[config.mk]
export PLATFORM = sky130hd
export DESIGN_NAME = pipe_stage_elastic
export DESIGN_NICKNAME = d
export VERILOG_FILES = /design/src/rtl/pipe_stage_elastic_pkg.sv /design/src/rtl/pipe_stage_elastic_sat_counter.sv /design/src/rtl/pipe_stage_elastic.sv
export SDC_FILE = /design/constraint.sdc
export NUM_CORES = 1
export LEC_CHECK = 0
export CORE_ASPECT_RATIO = 0.8
export CORE_MARGIN = 2
export CORE_UTILIZATION = 53
export CTS_BUF_LIST = sky130_fd_sc_hd__clkbuf_8
export DETAILED_ROUTE_END_ITERATION = 7
export DONT_BUFFER_PORTS = 1
export PLACE_DENSITY = 0.71
export SLEW_MARGIN = 20
export SYNTH_ARGS = -nofsm -noshare
export SYNTH_HDL_FRONTEND = slang
export SYNTH_SLANG_ARGS = --single-unit
[constraint.sdc]
create_clock -name clk -period 1.9 [get_ports clk]
set_input_delay 0.285 -clock clk [delete_from_list [all_inputs] [get_ports clk]]
set_output_delay 0.285 -clock clk [all_outputs]
set_load 0.02 [all_outputs]
[src/rtl/pipe_stage_elastic_pkg.sv]
// Shared definitions for the elastic pipeline stage: state encoding and
// the default NOP fill used for empty or squashed stages.
package pipe_stage_elastic_pkg;

    // Occupancy of the stage: main entry only, or main plus skid entry.
    typedef enum logic [1:0] {
        ST_EMPTY = 2'd0,
        ST_FULL  = 2'd1,
        ST_SKID  = 2'd2
    } stage_state_e;

    // Fill bit replicated across the payload when no parameter override is given.
    localparam logic NOP_FILL_BIT = 1'b0;

    // True when the given state exposes a valid beat downstream.
    function automatic logic state_has_beat(input stage_state_e st);
        return (st != ST_EMPTY);
    endfunction

endpackage

[src/rtl/pipe_stage_elastic_sat_counter.sv]
// Saturating event counter used for the hazard-unit stall/flush statistics.
module pipe_stage_elastic_sat_counter
    import pipe_stage_elastic_pkg::*;
#(
    parameter int CW = 16
) (
    input  logic          clk,
    input  logic          reset,
    input  logic          inc,
    input  logic          clr,
    output logic [CW-1:0] cnt
);

    // Clear beats increment; the count sticks at all-ones instead of wrapping.
    always_ff @(posedge clk or negedge reset) begin
        if (!reset) begin
            cnt <= '0;
        end else if (clr) begin
            cnt <= '0;
        end else if (inc && (cnt != {CW{1'b1}})) begin
            cnt <= cnt + 1'b1;
        end
    end

endmodule

[src/rtl/pipe_stage_elastic.sv]
// Elastic pipeline stage register with a two-entry skid buffer, so that the
// upstream ready is a flop, plus hazard stall/flush and saturating counters.
module pipe_stage_elastic
    import pipe_stage_elastic_pkg::*;
#(
    parameter int           W            = 32,
    parameter int           AW           = 32,
    parameter logic [W-1:0] BUBBLE       = {W{NOP_FILL_BIT}},
    parameter bit           CLR_ON_DRAIN = 1'b1,
    parameter int           CW           = 16
) (
    input  logic          clk,
    input  logic          reset,
    input  logic          in_valid,
    output logic          in_ready,
    input  logic [W-1:0]  in_data,
    input  logic [AW-1:0] in_pc,
    input  logic          stall,
    input  logic          flush,
    output logic          out_valid,
    input  logic          out_ready,
    output logic [W-1:0]  out_data,
    output logic [AW-1:0] out_pc,
    input  logic          cnt_clr,
    output logic [CW-1:0] stall_cnt,
    output logic [CW-1:0] flush_cnt
);

    stage_state_e  state;
    stage_state_e  next_state;
    logic [W-1:0]  main_data;
    logic [AW-1:0] main_pc;
    logic [W-1:0]  skid_data;
    logic [AW-1:0] skid_pc;
    logic          in_ready_q;
    logic          in_fire;
    logic          out_fire;
    logic          load_main_in;
    logic          load_main_skid;
    logic          load_skid_in;
    logic          clear_main;
    logic          clear_all;

    assign in_ready  = in_ready_q;
    assign out_valid = state_has_beat(state);
    assign out_data  = main_data;
    assign out_pc    = main_pc;
    assign in_fire   = in_valid & in_ready_q;
    assign out_fire  = out_valid & out_ready & ~stall;

    // State register.
    always_ff @(posedge clk or negedge reset) begin
        if (!reset) begin
            state <= ST_EMPTY;
        end else begin
            state <= next_state;
        end
    end

    // Occupancy transitions; a flush empties the stage regardless of handshakes.
    always_comb begin
        next_state = state;
        if (flush) begin
            next_state = ST_EMPTY;
        end else begin
            case (state)
                ST_EMPTY: if (in_fire) next_state = ST_FULL;
                ST_FULL: begin
                    if (in_fire && !out_fire) begin
                        next_state = ST_SKID;
                    end else if (!in_fire && out_fire) begin
                        next_state = ST_EMPTY;
                    end
                end
                ST_SKID:  if (out_fire) next_state = ST_FULL;
                default:  next_state = ST_EMPTY;
            endcase
        end
    end

    // Datapath load strobes derived from the current state and handshakes.
    always_comb begin
        load_main_in   = 1'b0;
        load_main_skid = 1'b0;
        load_skid_in   = 1'b0;
        clear_main     = 1'b0;
        clear_all      = flush;
        if (!flush) begin
            case (state)
                ST_EMPTY: load_main_in = in_fire;
                ST_FULL: begin
                    load_main_in = in_fire & out_fire;
                    load_skid_in = in_fire & ~out_fire;
                    clear_main   = ~in_fire & out_fire & CLR_ON_DRAIN;
                end
                ST_SKID:  load_main_skid = out_fire;
                default:  clear_main = 1'b0;
            endcase
        end
    end

    // Main and skid payload/PC registers; squashed or drained entries read as the NOP.
    always_ff @(posedge clk or negedge reset) begin
        if (!reset) begin
            main_data <= BUBBLE;
            main_pc   <= '0;
            skid_data <= BUBBLE;
            skid_pc   <= '0;
        end else if (clear_all) begin
            main_data <= BUBBLE;
            main_pc   <= '0;
            skid_data <= BUBBLE;
            skid_pc   <= '0;
        end else begin
            if (load_main_in) begin
                main_data <= in_data;
                main_pc   <= in_pc;
            end else if (load_main_skid) begin
                main_data <= skid_data;
                main_pc   <= skid_pc;
            end else if (clear_main) begin
                main_data <= BUBBLE;
                main_pc   <= '0;
            end
            if (load_skid_in) begin
                skid_data <= in_data;
                skid_pc   <= in_pc;
            end
        end
    end

    // Upstream ready is registered: it drops only while the skid entry is occupied.
    always_ff @(posedge clk or negedge reset) begin
        if (!reset) begin
            in_ready_q <= 1'b1;
        end else begin
            in_ready_q <= (next_state != ST_SKID);
        end
    end

    pipe_stage_elastic_sat_counter #(.CW(CW)) u_stall_cnt (
        .clk   (clk),
        .reset (reset),
        .inc   (out_valid & stall),
        .clr   (cnt_clr),
        .cnt   (stall_cnt)
    );

    pipe_stage_elastic_sat_counter #(.CW(CW)) u_flush_cnt (
        .clk   (clk),
        .reset (reset),
        .inc   (flush),
        .clr   (cnt_clr),
        .cnt   (flush_cnt)
    );

endmodule

==> run metrics <==
status finished with violations; failing checks negative hold slack; clk_lat worst skew 0.46 ns; Finish-stage setup viols 0; reg-to-reg critical path startpoint u_stall_cnt.cnt[1]; Switch Pwr 1.85 mW; Post-synth top cells dfrtp_1 (162), nand2_1 (136), a21oi_1 (85); startpoint types flip-flop; CP Capture Type flip-flop; Syn-to-layout area delta 23.8%; clock power share 36.9%; Design Area, Final 0.00890 sq mm; Slew @ Worst Pin 0.504 ns; drt first pass iters 5; Worst Skew 0.0114 ns; row cnt 38; IO buf count 0; HPWL after DPL 10900 um; most frequent cell after synthesis dfrtp_1; Post-Synth XOR/XNOR Area 0.244%; post-placement cell count 885; Leakage 4.34 nW; crit-path max FO 4; wire length on met2 9300 um; Initial Utilization 53.6%; Post-Synth Simple-Gate Area 15.5%; 1st-iter DRT viols 438; routed wire length per instance 19.0 um; met3 WL 1550 um; Worst Setup SP u_stall_cnt.cnt[1]; Placement Setup Slack 0.0163 ns; Overflow after GRT 0; top post-synthesis cells by area dfrtp_1 (56%), a22o_1 (7.8%), nand2_1 (7.1%); DR top layer met4; share of synthesized flip-flops with an asynchronous set or reset 100%; Final Max Tran Viols 0; Yosys top cell area share 56.4%; library cells used by synthesis 45; Max IR drop VDD 0.000523 V; Post-synth EDFFs 0; Die W 134 um; NumNets Final 868; Switching Share 25.6%; Internal Pwr Total 5.39 mW; share of the yosys chip area belonging to registers 56.7%; gate count of the mapped netlist 706; number of synthesis warnings 0; CP required 2.30 ns; WHS -0.493 ns; drc violations 0; antenna violations before repair 0; post-synthesis mux area share 0.748%; Avg Synthesized Cell Area 10.2 sq um; worst path arrival time 2.27 ns; Placer Congestion 0.859; fin cells 986; layout cells sized above 1 13.0%; clock root buffer clkbuf_8; vias in the first global route 5983; Max clock buf depth 2; largest area contributor in the netlist dfrtp_1; Worst-path clk slew 0.08 ns; post-synthesis cell area 0.00719 sq mm; first-pass GRT wire length 30000 um; largest family of logic cells by synthesized area compound AO/OA/AOI/OAI gates; Adder-Cell Fraction of Synth Area 0.348%; Final Hold Viols 191; CP Class flip-flop to flip-flop; Vias 5941; All-Layer GR Usage 26.3%; final worst setup slack 0.0291 ns; FF+latch count, synth 163; CTS Sinks 163; Hold Crit Class input port to async pin; I/O Pins 169; Post-synth top flop dfrtp_1; RSZ-0062 raised after global routing true; Die Ht 108 um; worst relative slew slack 66.4%; number of diodes 0; DP Area 0.00769 sq mm; total CTS buffers 17; Pwr per Cell Area 813 mW/mm^2; Seq pwr share 53.8%; Die Area 0.0145 sq mm; Routed WL 18800 um; via-per-instance ratio 6.03; Compound-Gate Fraction of Synth Area 23.5%; post-route ant nets 0; met1 WL 7620 um; crit share post-route 98.5%; core footprint 0.0134 sq mm; H-tree depth 4; top achievable clock speed 0.535 GHz; TritonCTS clock tree done; Combinational Power Share 9.2%; Syn Nets 779; Final Core Density 66.4%; Max Cap Violations 0; minimum clock period 1.87 ns; largest net degree at the start of global routing 164
-- state kept, by name, summed over array words and instances, names as in the netlist --
signal           flops
out_data            32
out_pc              32
skid_data           32
skid_pc             32
u_flush_cnt.cnt     16
u_stall_cnt.cnt     16
state                2
in_ready             1
-- cells by family after synthesis --
| kind of cell | after synthesis |
|---|---|
| xor gates and xnor gates | 2 |
| AOI/OAI and AO/OA | 245 |
| DFF | 163 |
| adders and majority gates | 2 |
| muxes | 5 |
| and+or+nand+nor | 235 |
| buffers and inverters | 54 |
-- layout by cell type, fill, tap and decap left out, drive strengths merged, types with 3 or more instances in the layout --
cell,netlist,routed
dfrtp,162,162
nand2,136,136
a21oi,85,85
dlygate4sd3,0,67
a22o,64,64
a21o,64,64
buf,11,52
nor2,18,18
clkbuf,39,18
nand4,15,15
nand3,12,12
o21ai,12,12
or3,11,11
nor3,7,7
and4,7,7
nor4,7,7
inv,4,6
a211oi,6,6
or4,6,6
o31ai,5,5
bufinv,0,4
clkinv,0,4
nand3b,3,3
nor2b,3,3
mux2,3,3
and3,3,3
-- worst max-delay path: stages, from the launching register on --
cell	delay [ns]
dfrtp_2	0.39
ha_4	0.15
nand4_1	0.15
or4_4	0.54
or4_1	0.44
a21oi_2	0.13
-- area by class of cell --
type / instances / area [sq um]
clock inverters: 12 / 166
well taps: 180 / 225
inverters: 4 / 15.0
clock buffers: 18 / 248
fillers: 1030 / 4510
flip-flops and latches: 163 / 4080
multi-input cells: 489 / 3010
repair buffers: 120 / 1150
-- routing by layer --
layer,track usage (%),vias to the layer above
met2,42.7,226
met5,0,-
li1,-,2721
met1,33.3,2968
met4,9.40,0
met3,8.67,26
-- final timing paths --
check	to	slack [ns]	cells after the start
hold / removal	skid_pc[6]	-0.49	0
max in group asynchronous	in_ready	2.17	0
setup / recovery	u_stall_cnt.cnt[12]	0.03	5
hold reg to reg	skid_pc[23]	0.53	2
setup reg to reg	u_stall_cnt.cnt[12]	0.03	5
min in group clk	u_stall_cnt.cnt[1]	-0.12	1
-- metrics by stage --
stage | total power [mW] | TNS [ns]
2_1_floorplan | 4.32 | -0.195
3_3_place_gp | 4.44 | 0
3_5_place_dp | 4.47 | 0
4_1_cts | 7.30 | 0
5_1_grt | 7.52 | -0.0855
6_report | 7.24 | 0
-- power groups by stage --
stage | registers, mW | clock network [mW] | logic [mW]
detailed placement | 3.96 | 0 | 0.512
floorplan | 3.93 | 0 | 0.389
CTS | 3.89 | 2.75 | 0.661
global placement | 3.95 | 0 | 0.490
global route | 3.92 | 2.88 | 0.729
finish | 3.89 | 2.67 | 0.669
-- repair_timing --
| action | 4_1_cts | 5_1_grt |
|---|---|---|
| buffers inserted | 0 | 2 |
| gates cloned | 0 | 1 |
| gates resized for setup | 1 | 9 |
| endpoints found under the setup margin | 1 | 6 |
| endpoints found under the hold margin | 285 | 194 |
| pin swaps | 0 | 1 |
| hold buffers | 66 | 2 |
No activity file was read; power rests on OpenSTA's default activity.
